File: config.mk
export PLATFORM = sky130hd
export DESIGN_NAME = wb_counter_if
export DESIGN_NICKNAME = d
export VERILOG_FILES = /design/src/rtl/wb_counter_pkg.sv /design/src/rtl/wb_timeout_ctr.sv /design/src/rtl/wb_counter_if.sv
export SDC_FILE = /design/constraint.sdc
export NUM_CORES = 1
export LEC_CHECK = 0
export BUFFER_PORTS_ARGS = -buffer_cell sky130_fd_sc_hd__buf_2
export CORE_AREA = 2 2 90 92
export DETAILED_ROUTE_END_ITERATION = 8
export DIE_AREA = 0 0 92 94
export PLACE_DENSITY = 0.75
export SYNTH_ARGS = -nofsm -noshare
export SYNTH_HDL_FRONTEND = slang
export SYNTH_SLANG_ARGS = --single-unit
File: constraint.sdc
create_clock -name wb_clk_i -period 1.6 [get_ports wb_clk_i]
set_input_delay 0.32 -clock wb_clk_i [delete_from_list [all_inputs] [get_ports wb_clk_i]]
set_output_delay 0.32 -clock wb_clk_i [all_outputs]
set_load 0.005 [all_outputs]
File: src/rtl/wb_counter_pkg.sv
// Shared definitions for the Wishbone counter interface.
//   - register offsets (word select, wbs_adr_i[3:2])
//   - CTRL / STATUS bit positions
//   - FSM state type and encodings
package wb_counter_pkg;

    localparam int unsigned WB_AW   = 32;
    localparam int unsigned WB_DW   = 32;
    localparam int unsigned WB_SELW = 4;
    localparam int unsigned TMO_W   = 8;

    localparam logic [1:0] REG_CTRL   = 2'd0;
    localparam logic [1:0] REG_LOAD   = 2'd1;
    localparam logic [1:0] REG_COUNT  = 2'd2;
    localparam logic [1:0] REG_STATUS = 2'd3;

    localparam int unsigned CTRL_ENABLE_BIT    = 0;
    localparam int unsigned CTRL_IRQ_EN_BIT    = 1;
    localparam int unsigned STATUS_TIMEOUT_BIT = 0;

    typedef logic [1:0] state_t;
    localparam state_t ST_IDLE = 2'd0;
    localparam state_t ST_FWD  = 2'd1;
    localparam state_t ST_ACK  = 2'd2;

endpackage

File: src/rtl/wb_timeout_ctr.sv
// Cycle counter bounding the wait for the downstream counter's ready.
//   clk_i     : clock
//   rst_i     : synchronous active-high reset
//   load_i    : restart counting (first waiting cycle follows)
//   en_i      : count one waiting cycle
//   expired_o : registered; high during the TIMEOUT-th waiting cycle
module wb_timeout_ctr
    import wb_counter_pkg::*;
#(
    parameter int unsigned TIMEOUT = 15
) (
    input  logic clk_i,
    input  logic rst_i,
    input  logic load_i,
    input  logic en_i,
    output logic expired_o
);

    logic [TMO_W-1:0] cnt_q;
    logic             hit_q;

    // hit_q is precomputed one cycle ahead so the flag comes from a register
    always_ff @(posedge clk_i) begin
        if (rst_i) begin
            cnt_q <= '0;
            hit_q <= 1'b0;
        end else if (load_i) begin
            cnt_q <= '0;
            hit_q <= (TIMEOUT == 1);
        end else if (en_i) begin
            cnt_q <= cnt_q + TMO_W'(1);
            hit_q <= ((cnt_q + TMO_W'(1)) == TMO_W'(TIMEOUT - 1));
        end
    end

    assign expired_o = hit_q;

endmodule

File: src/rtl/wb_counter_if.sv
// Wishbone classic slave fronting a counter: CTRL/LOAD/COUNT/STATUS window,
// LOAD writes forwarded downstream with a ready handshake and a timeout.
//   wb_clk_i, wb_rst_i         : clock, synchronous active-high reset
//   wbs_*_i / wbs_ack_o/dat_o  : Wishbone slave port
//   cnt_valid_o/wstrb_o/wdata_o: downstream write request, cnt_ready_i accepts
//   cnt_count_i                : live count (COUNT register)
//   cnt_enable_o, irq_o        : CTRL.enable, timeout interrupt
module wb_counter_if
    import wb_counter_pkg::*;
#(
    parameter int unsigned BITS      = 16,
    parameter logic [31:0] BASE_ADDR = 32'h3000_0000,
    parameter int unsigned TIMEOUT   = 15
) (
    input  logic               wb_clk_i,
    input  logic               wb_rst_i,
    input  logic               wbs_cyc_i,
    input  logic               wbs_stb_i,
    input  logic               wbs_we_i,
    input  logic [WB_SELW-1:0] wbs_sel_i,
    input  logic [WB_AW-1:0]   wbs_adr_i,
    input  logic [WB_DW-1:0]   wbs_dat_i,
    output logic               wbs_ack_o,
    output logic [WB_DW-1:0]   wbs_dat_o,
    output logic               cnt_valid_o,
    output logic [WB_SELW-1:0] cnt_wstrb_o,
    output logic [BITS-1:0]    cnt_wdata_o,
    input  logic               cnt_ready_i,
    input  logic [BITS-1:0]    cnt_count_i,
    output logic               cnt_enable_o,
    output logic               irq_o
);

    state_t             state_q, state_d;
    logic [1:0]         ctrl_q, ctrl_d;
    logic [BITS-1:0]    load_q, load_d;
    logic               status_q, status_d;
    logic               ack_q, ack_d;
    logic [WB_DW-1:0]   rdat_q, rdat_d;
    logic               valid_q, valid_d;
    logic [BITS-1:0]    wdata_q, wdata_d;
    logic [WB_SELW-1:0] wstrb_q, wstrb_d;

    logic               req_c, match_c, load_wr_c;
    logic [1:0]         reg_sel_c;
    logic [WB_DW-1:0]   rdata_c;
    logic               tmo_load_c, tmo_en_c, tmo_expired;
    logic               unused_c;

    assign req_c     = wbs_cyc_i & wbs_stb_i;
    assign match_c   = (wbs_adr_i[31:4] == BASE_ADDR[31:4]);
    assign reg_sel_c = wbs_adr_i[3:2];
    assign load_wr_c = match_c & wbs_we_i & (reg_sel_c == REG_LOAD) & (|wbs_sel_i);
    assign unused_c  = ^{wbs_adr_i[1:0], wbs_dat_i};

    // Read mux; out-of-window reads return zero
    always_comb begin
        rdata_c = '0;
        if (match_c) begin
            case (reg_sel_c)
                REG_CTRL:   rdata_c = WB_DW'(ctrl_q);
                REG_LOAD:   rdata_c = WB_DW'(load_q);
                REG_COUNT:  rdata_c = WB_DW'(cnt_count_i);
                REG_STATUS: rdata_c = WB_DW'(status_q);
            endcase
        end
    end

    // Next-state and register-update logic
    always_comb begin
        state_d    = state_q;
        ctrl_d     = ctrl_q;
        load_d     = load_q;
        status_d   = status_q;
        wdata_d    = wdata_q;
        wstrb_d    = wstrb_q;
        rdat_d     = '0;
        tmo_load_c = 1'b0;
        tmo_en_c   = 1'b0;
        case (state_q)
            ST_IDLE: begin
                if (req_c) begin
                    if (load_wr_c) begin
                        state_d    = ST_FWD;
                        tmo_load_c = 1'b1;
                        wdata_d    = wbs_dat_i[BITS-1:0];
                        wstrb_d    = wbs_sel_i;
                        for (int i = 0; i < int'(BITS); i++) begin
                            if (wbs_sel_i[i/8]) load_d[i] = wbs_dat_i[i];
                        end
                    end else begin
                        state_d = ST_ACK;
                        if (wbs_we_i && match_c) begin
                            // CTRL enable/irq_en both live in byte 0
                            if (reg_sel_c == REG_CTRL && wbs_sel_i[0])
                                ctrl_d = wbs_dat_i[1:0];
                            if (reg_sel_c == REG_STATUS && wbs_sel_i[0] &&
                                wbs_dat_i[STATUS_TIMEOUT_BIT])
                                status_d = 1'b0;
                        end
                        if (!wbs_we_i) rdat_d = rdata_c;
                    end
                end
            end
            ST_FWD: begin
                tmo_en_c = 1'b1;
                // ready has priority over a coincident expiry
                if (cnt_ready_i) begin
                    state_d = ST_ACK;
                end else if (tmo_expired) begin
                    state_d  = ST_ACK;
                    status_d = 1'b1;
                end
            end
            ST_ACK:  state_d = ST_IDLE;
            default: state_d = ST_IDLE;
        endcase
        ack_d   = (state_d == ST_ACK);
        valid_d = (state_d == ST_FWD);
    end

    // State and output registers
    always_ff @(posedge wb_clk_i) begin
        if (wb_rst_i) begin
            state_q  <= ST_IDLE;
            ctrl_q   <= '0;
            load_q   <= '0;
            status_q <= 1'b0;
            ack_q    <= 1'b0;
            rdat_q   <= '0;
            valid_q  <= 1'b0;
            wdata_q  <= '0;
            wstrb_q  <= '0;
        end else begin
            state_q  <= state_d;
            ctrl_q   <= ctrl_d;
            load_q   <= load_d;
            status_q <= status_d;
            ack_q    <= ack_d;
            rdat_q   <= rdat_d;
            valid_q  <= valid_d;
            wdata_q  <= wdata_d;
            wstrb_q  <= wstrb_d;
        end
    end

    wb_timeout_ctr #(
        .TIMEOUT(TIMEOUT)
    ) u_tmo (
        .clk_i    (wb_clk_i),
        .rst_i    (wb_rst_i),
        .load_i   (tmo_load_c),
        .en_i     (tmo_en_c),
        .expired_o(tmo_expired)
    );

    assign wbs_ack_o    = ack_q;
    assign wbs_dat_o    = rdat_q;
    assign cnt_valid_o  = valid_q;
    assign cnt_wdata_o  = wdata_q;
    assign cnt_wstrb_o  = wstrb_q;
    assign cnt_enable_o = ctrl_q[CTRL_ENABLE_BIT];
    assign irq_o        = status_q & ctrl_q[CTRL_IRQ_EN_BIT];

endmodule

==> results of run 1 <==
cells by family after synthesis:
logic type               Yosys count
buffers and inverters             39
multiplexers                      31
other                              1
adder cells (fa/ha/maj)            2
XOR/XNOR                           8
flip-flops                        68
AND/OR/NAND/NOR                  130
AO/OA/AOI/OAI                     36
routing by layer:
metal  share of wire (%)  wire, um
met4                 2.0       155
met5                   0         0
met2                  49      3800
met1                  42      3286
met3                 6.9       538
worst max-delay path, delay by kind of cell:
kind / cells / cell delay, ns
simple gates: 4 / 0.98
buf+inv: 2 / 0.35
mux: 1 / 0.20
worst paths after layout:
kind / start / slack (ns) / to
max: wbs_adr_i[19] / -0.04 / load_q[8]
max reg2reg: state_q[0] / -0.02 / load_q[8]
min reg2reg: cnt_wdata_o[6] / 0.48 / cnt_wdata_o[6]
min: cnt_count_i[9] / 0.23 / wbs_dat_o[9]
cells in the mapped netlist (5+ instances only):
library cell	number	share of area (%)
nand2b_1	42	8.4
nand3_1	5	0.80
a22oi_1	14	3.4
nor2_1	20	2.4
buf_4	19	4.6
dfxtp_1	68	44
nand2_1	5	0.60
clkbuf_1	11	1.3
xor2_1	5	1.4
mux2i_1	30	9.6
nor2_4	10	3.6
nand4_1	6	1.2
o21ai_0	9	1.4
a21oi_1	7	1.1
nand3b_1	8	1.9
nor3_1	8	1.3
registers in the layout, summed over array words and instances, names as in the netlist, 2 cells and up:
register / count
load_q: 16
wbs_dat_o: 16
ctrl_q: 2
cnt_wdata_o: 16
cnt_wstrb_o: 4
u_tmo.cnt_q: 8
state_q: 2
final cells by class:
type | count | area, um2
multi-input combinational | 223 | 1699
clock buffer | 11 | 151.4
fill | 691 | 3333
sequential | 68 | 1363
inverter | 4 | 15.01
clock inverter | 5 | 107.6
timing repair buffer | 137 | 810.8
tap | 102 | 127.6
per-stage QoR:
stage | std cells | hold WS [ns] | area [um2] | utilization, %
2_1_floorplan | 330 | 0.4526 | 3258 | -
3_3_place_gp | 533 | 0.4566 | 3939 | 51.78
3_5_place_dp | 533 | 0.4690 | 3939 | 51.78
4_1_cts | 549 | 0.2128 | 4205 | 55.28
5_1_grt | 550 | 0.2269 | 4274 | 56.18
6_report | 550 | 0.2252 | 4274 | 56.18
power by group through the flow:
| stage | logic [mW] | clock network [mW] | registers (mW) |
|---|---|---|---|
| 4_1_cts | 0.274 | 1.81 | 1.69 |
| 6_report | 0.279 | 1.78 | 1.69 |
| 3_5_place_dp | 0.272 | 0 | 1.73 |
| 2_1_floorplan | 0.141 | 0 | 1.73 |
| 5_1_grt | 0.303 | 1.90 | 1.69 |
| 3_3_place_gp | 0.265 | 0 | 1.73 |
repair_timing:
item,in CTS,in global routing
pin swaps,1,2
cloned,0,1
setup buffers,0,0
setup endpoints to repair,15,34
resized for setup,2,18
==> impl_metrics.ini, run 1 <==
[die]
die_w_um = 92
start_util_pct = 41.10
rows = 32
ios = 146
core_region_area_um2 = 7607
fp.dieArea_um2 = 8648
die_h_um = 94

[pwr]
power_frac_clock_pct = 47.4
p_int_mw = 2.956
ir_worst_vdd_mv = 0.3663
powerDensity_nw_per_um2 = 877.4
power_frac_comb_pct = 7.4
p_sw_mw = 0.7943
seq_power_share_pct = 45.2
p_leak_nw = 1.872
p_total_mw = 3.750
p_sw_share_pct = 21.18

[global_routing]
busiest_layer = met2
grt_pass1_vias = 2471
grt-ovfl-total = 0
antenna_found_initial = 0
use_met2_pct = 29.23
grt_max_degree = 65
grt_pass1_wl_um = 11990
grtUsageMet3_pct = 5.377
use_met1_pct = 22.16
gr-usage-all-layers_pct = 17.89

[synthesis]
synth-async-reset-ratio_pct = 0
yosys.area_share.adder_pct = 0.8003
synth-seq-cells = 68
synth_top_family_by_area = simple AND/OR/NAND/NOR gates
synth_warnings = 0
synth-xor-area-share_pct = 2.241
synth_edf_count = 0
syn_area_um2 = 3127
ys.flop_type = dfxtp_1
ys_seq_area_share_pct = 43.54
syn-instance-count = 315
yosys.area_share.simple_pct = 27.41
synth.avg_cell_area_um2 = 9.926
synthMuxAreaShare_pct = 10.32
synth_cell_types = 44
synth_compound_area_share_pct = 7.523

[timing]
fin_setup_tns_ns = -0.1390
rsz0062_at_grt = true
setup_ws_ns = -0.03638
clock_skew_ns = 0.01201
hold_violations = 0
max_freq_mhz = 611.1
min_period_over_period_pct = 102.3
period_minus_slack_ns = 1.636
final-setup-viol-count = 5
slew_violations = 0
slew_headroom_pct = 59.51
tightest_slew_ns = 0.6046

[detailed_routing]
drtIter0Drc = 120
viasPerCell = 4.880
totalWireLength_um = 7780
drcViolationCount = 0
dr.pass1.iters = 5
dr_total_vias = 2684
ant_nets = 0
routedWlPerCell_um = 14.15

[clocking]
clkLatencyLatePin_ns = 0.35
cts_tree = done
cts-root-buf = clkbuf_8
numCtsBuffers = 9
cts_max_path_buffers = 2
hold_buffers = 0
htree_num_levels = 3
cts.clk_slew.worst_paths_ns = 0.07
clock-sinks = 68

[placement]
dp_hpwl_um = 5733
pre_cts_ws_ns = -0.3136
gp_congestion = 0.7837
io_buffers = 111

[worst_hold_path]
hold_depth = 3
hold_path.class = in2reg

[final_layout]
layout_commonest_cell = buf_2
fin_nets = 535
drive_gt1_share_pct = 42.19
final_cell_mix = buf_2 (112), dfxtp_1 (67), nand2b_1 (42)
diodes = 0
syn_to_final_growth_pct = 36.69

[setup_path]
cp_data_arrival_time_ns = 1.85
crit_path_cell_trace = buf_2 -> nor4_4 -> nand4_1 -> nor3_2 -> buf_2 -> mux2i_1 -> nor2_1
crit_path_end_kind = flip-flop
crit_top_cell = buf_2
worstPathMaxFanout = 4
r2r_cells = 6
slowest_stage = nor4_4
start_kind = primary input
cpPeakStageDelay_ns = 0.35
cp.required_ns = 1.82
path_class = in2reg

[run_status]
failed_checks = setup timing
status = finished, violations left

[job]
drv_cap = 0
No activity file was read; power rests on OpenSTA's default activity.
==> inputs of run 2 (changes only) <==
--- a/config.mk
+++ b/config.mk
@@ -9,6 +9,7 @@
 export CORE_AREA = 2 2 90 92
 export DETAILED_ROUTE_END_ITERATION = 8
 export DIE_AREA = 0 0 92 94
+export GPL_TIMING_DRIVEN = 0
 export PLACE_DENSITY = 0.75
 export SYNTH_ARGS = -nofsm -noshare
 export SYNTH_HDL_FRONTEND = slang
==> run 2 against run 1 <==
  * The run still ends with setup timing left
  * Global-route usage shrank 0.11 points
  * Fmax shrank 1.5%
  * Wire length grew 5.0%
  * Via count grew 3.7%
  * First-iteration DRC count shrank 9.2%
  * Sequential cell count is the same
  * Largest power group is now sequential cells
==> impl_metrics.ini, run 2 (synthesis gave the netlist of run 1 again) <==
[setup_path]
crit_path_end_kind = flip-flop
cp_data_arrival_time_ns = 1.94
worstPathMaxFanout = 5
path_class = reg2reg
r2r-start = state_q[1]
timing.critical_path.from = state_q[1]
start_kind = flip-flop
cp.required_ns = 1.88

[clocking]
htree_num_levels = 3
cts_tree = done
clock-sinks = 68
cts-root-buf = clkbuf_8
cts_max_path_buffers = 2
cts.clk_slew.worst_paths_ns = 0.07
clkLatencyLatePin_ns = 0.34
numCtsBuffers = 9

[die]
core_region_area_um2 = 7607
ios = 146
rows = 32
die_h_um = 94
fp.dieArea_um2 = 8648
start_util_pct = 41.10
die_w_um = 92

[final_layout]
layout_commonest_cell = buf_2
fin_area_um2 = 4349
multiInputGateArea_um2 = 1690
fin_nets = 556
fin_cells = 571
drive_gt1_share_pct = 41.36
diodes = 0
seq_area_um2 = 1364
nFillCells = 675
syn_to_final_growth_pct = 39.10
final_cell_mix = buf_2 (111), dfxtp_1 (66), nand2b_1 (42)

[pwr]
p_leak_nw = 1.926
powerDensity_nw_per_um2 = 782.0
ir_worst_vdd_mv = 0.4405

[worst_hold_path]
hold_path.class = in2reg
hold_start = wbs_dat_i[15]

[timing]
slew_violations = 0
hold_violations = 0
clock_skew_ns = 0.008094
fin_setup_tns_ns = -0.6190
max_freq_mhz = 601.9
rsz0062_at_grt = true
hold_ws_ns = 0.2375
setup_ws_ns = -0.06130
final-setup-viol-count = 15
min_period_over_period_pct = 103.8
period_minus_slack_ns = 1.661

[run_status]
failed_checks = setup timing
status = finished, violations left

[detailed_routing]
routedWlPerCell_um = 14.30
dr_total_vias = 2783
drcViolationCount = 0
dr.pass1.iters = 4
totalWireLength_um = 8166
viasPerCell = 4.874
drtIter0Drc = 109
ant_nets = 0

[placement]
dp_cells = 543
dp_hpwl_um = 6052
gp_congestion = 0.7678
placed_area_um2 = 3941
io_buffers = 111
pre_cts_ws_ns = -0.3946

[global_routing]
grt_pass1_wl_um = 12180
grt_max_degree = 12
grt_pass1_vias = 2624
gr-usage-all-layers_pct = 17.78
grt-ovfl-total = 0
antenna_found_initial = 0

[job]
drv_cap = 0
run 2: repair_timing:
item / in CTS / in global routing
buffers inserted: 6 / 4
endpoints found under the setup margin: 39 / 44
hold buffers: 0 / 0
gates resized for setup: 11 / 14
cloned: 0 / 3
endpoints found under the hold margin: 0 / 0
pin swaps: 0 / 3
run 2: final cells by class:
class / count / area share [%]
flip-flops and latches: 68 / 31.36
multi-input cells: 223 / 38.87
inverters: 4 / 0.3452
plain buffers: 34 / 5.898
clock buffers: 12 / 3.337
well taps: 102 / 2.934
repair buffers: 124 / 16.14
clock inverters: 4 / 1.122
run 2: per-stage QoR:
stage | total power, mW | util [%]
CTS | 3.408 | 55.41
finish | 3.401 | 57.17
detailed placement | 2.019 | 51.81
global placement | 2.014 | 51.81
floorplan | 1.875 | -
global route | 3.525 | 57.17
run 2: final timing paths:
| path | depth (start not counted) | slack [ns] | end |
|---|---|---|---|
| hold / removal | 3 | 0.24 | load_q[15] |
| setup reg to reg | 6 | -0.06 | wbs_dat_o[1] |
| hold reg to reg | 2 | 0.48 | cnt_wdata_o[13] |
| setup / recovery | 6 | -0.06 | wbs_dat_o[1] |
run 2: power breakdown:
| part | internal [mW] | leakage, nW | switching (mW) | total [mW] |
|---|---|---|---|---|
| sequential | 1.69 | 0.549 | 0.000837 | 1.69 |
| combinational | 0.153 | 1.28 | 0.148 | 0.301 |
| clock | 0.762 | 0.100 | 0.644 | 1.41 |
run 2: critical path: stages, from the launching register on:
cell,delay (ns)
dfxtp_2,0.32
and4bb_2,0.29
buf_6,0.11
nand4_1,0.09
or4_4,0.50
clkbuf_16,0.20
nor2_4,0.09
run 2: layer usage:
layer / track usage (%) / vias to the layer above / wire length [um]
met5: 0 / - / 0
met2: 31.25 / 110 / 4137
li1: - / 1367 / -
met4: 7.214 / 0 / 148
met3: 3.451 / 14 / 555
met1: 21.34 / 1292 / 3324
==> inputs of run 3 (changes only) <==
--- a/config.mk
+++ b/config.mk
@@ -6,11 +6,11 @@
 export NUM_CORES = 1
 export LEC_CHECK = 0
 export BUFFER_PORTS_ARGS = -buffer_cell sky130_fd_sc_hd__buf_2
-export CORE_AREA = 2 2 90 92
+export CORE_AREA = 2 2 85 87
 export DETAILED_ROUTE_END_ITERATION = 8
-export DIE_AREA = 0 0 92 94
+export DIE_AREA = 0 0 87 89
 export GPL_TIMING_DRIVEN = 0
-export PLACE_DENSITY = 0.75
+export PLACE_DENSITY = 0.8
 export SYNTH_ARGS = -nofsm -noshare
 export SYNTH_HDL_FRONTEND = slang
 export SYNTH_SLANG_ARGS = --single-unit
==> constraint.sdc (replaced) <==
create_clock -name wb_clk_i -period 1.58 [get_ports wb_clk_i]
set_input_delay 0.316 -clock wb_clk_i [delete_from_list [all_inputs] [get_ports wb_clk_i]]
set_output_delay 0.316 -clock wb_clk_i [all_outputs]
set_load 0.005 [all_outputs]
==> run 3 against run 2 <==
  * The flow still finishes with violations (setup timing)
  * Power rose by 16%
  * First-iteration DRC count rose by 50%
  * Clock skew barely moved
  * Sequential power is essentially flat
  * Die area decreased by 10%
  * Highest routed layer unchanged
==> impl_metrics.ini, run 3 (synthesis gave the netlist of run 1 again) <==
[die]
ios = 146
die_h_um = 89
start_util_pct = 46.54
die_w_um = 87
rows = 30
fp.dieArea_um2 = 7743
core_region_area_um2 = 6719

[final_layout]
post-route-util_pct = 69.98
fin_nets = 566
final_cell_mix = buf_2 (111), dfxtp_1 (67), nand2b_1 (42)
drive_gt1_share_pct = 47.07
layout_commonest_cell = buf_2
syn_to_final_growth_pct = 50.38
diodes = 0
nFillCells = 461

[detailed_routing]
dr_total_vias = 2903
drtIter0Drc = 164
viasPerCell = 5.203
drcViolationCount = 0
wl_met2_um = 4706
routedLengthMet1_um = 3623
top_layer_used = met4
routedWlPerCell_um = 16.43
wl_met3_um = 666
totalWireLength_um = 9168
dr.pass1.iters = 4
ant_nets = 0

[worst_hold_path]
hold_path.class = in2reg

[clocking]
cts_max_path_buffers = 2
cts-root-buf = clkbuf_8
clkLatencyLatePin_ns = 0.35
numCtsBuffers = 9
cts.clk_slew.worst_paths_ns = 0.08
cts_tree = done
htree_num_levels = 3
clock-sinks = 68

[setup_path]
cp_data_arrival_time_ns = 2.03
path_class = reg2reg
cp.required_ns = 1.87
worstPathMaxFanout = 5
start_kind = flip-flop
crit_path_end_kind = flip-flop

[timing]
slew_violations = 0
tightest_slew_ns = 0.6003
fin_setup_tns_ns = -5.170
clock_skew_ns = 0.007754
max_freq_mhz = 575.8
period_minus_slack_ns = 1.737
final-setup-viol-count = 60
min_period_over_period_pct = 109.9
hold_violations = 0
setup_ws_ns = -0.1568
rsz0062_at_grt = true
slew_headroom_pct = 59.98

[job]
drv_cap = 0

[global_routing]
grt_pass1_vias = 2878
grt_pass1_wl_um = 13010
grt_max_degree = 13
gr-usage-all-layers_pct = 21.35
antenna_found_initial = 0
grt-ovfl-total = 0

[run_status]
status = finished, violations left
failed_checks = setup timing

[pwr]
powerDensity_nw_per_um2 = 836.1
ir_worst_vdd_mv = 0.6377
p_leak_nw = 2.049

[placement]
gp_congestion = 0.7668
io_buffers = 111
dp_hpwl_um = 5695
## run 3: path summary, 6_finish.rpt
path | start | end | slack [ns] | cells past startpoint
worst min register to register | cnt_wdata_o[11] | cnt_wdata_o[11] | 0.48 | 2
worst min-delay path | cnt_count_i[13] | wbs_dat_o[13] | 0.22 | 3
worst max-delay path | state_q[0] | wbs_dat_o[14] | -0.16 | 6
worst max register to register | state_q[0] | wbs_dat_o[14] | -0.16 | 6
## run 3: layout make-up
class	instances	area [um2]	area share (%)
clock buffer	9	123.9	2.634
multi-input combinational	223	1819	38.69
inverter	4	15.01	0.3193
sequential	68	1363	28.98
timing repair buffer	134	859.6	18.28
clock inverter	6	137.6	2.927
tap	80	100.1	2.129
buffer	34	284.0	6.040
## run 3: power by group
group          switching, mW  internal [mW]  total [mW]
logic                  0.167          0.160       0.327
clock network          0.685           1.20        1.89
registers           0.000750           1.71        1.72
## run 3: routing by layer
layer / up-vias / GRT usage (%)
li1: 1382 / -
met1: 1362 / 24.35
met2: 143 / 37.68
met3: 16 / 6.371
met4: 0 / 8.239
met5: - / 0
## run 3: timing repair
item,4_1_cts,5_1_grt
resized for setup,19,44
setup endpoints to repair,36,59
pin swaps,1,23
hold buffers,0,0
gates cloned,1,4
buffers inserted,4,14
## run 3: metrics by stage
step	hold WS, ns	area, um2	power [mW]	setup slack (ns)	instances
finish	0.2184	4702	3.932	-0.1568	558
global route	0.2298	4702	4.035	-0.1940	558
CTS	0.2095	4305	3.909	-0.1358	541
detailed placement	0.4628	3958	2.048	-0.3999	521
global placement	0.4559	3958	2.042	-0.3535	521
floorplan	0.4526	3302	1.900	-0.1006	330
## run 3: critical path, cell delays in order (launching register included)
cell	delay [ns]
dfxtp_2	0.33
and4bb_2	0.32
nand4_1	0.09
or4_1	0.54
buf_6	0.17
clkbuf_16	0.17
nor2_4	0.06
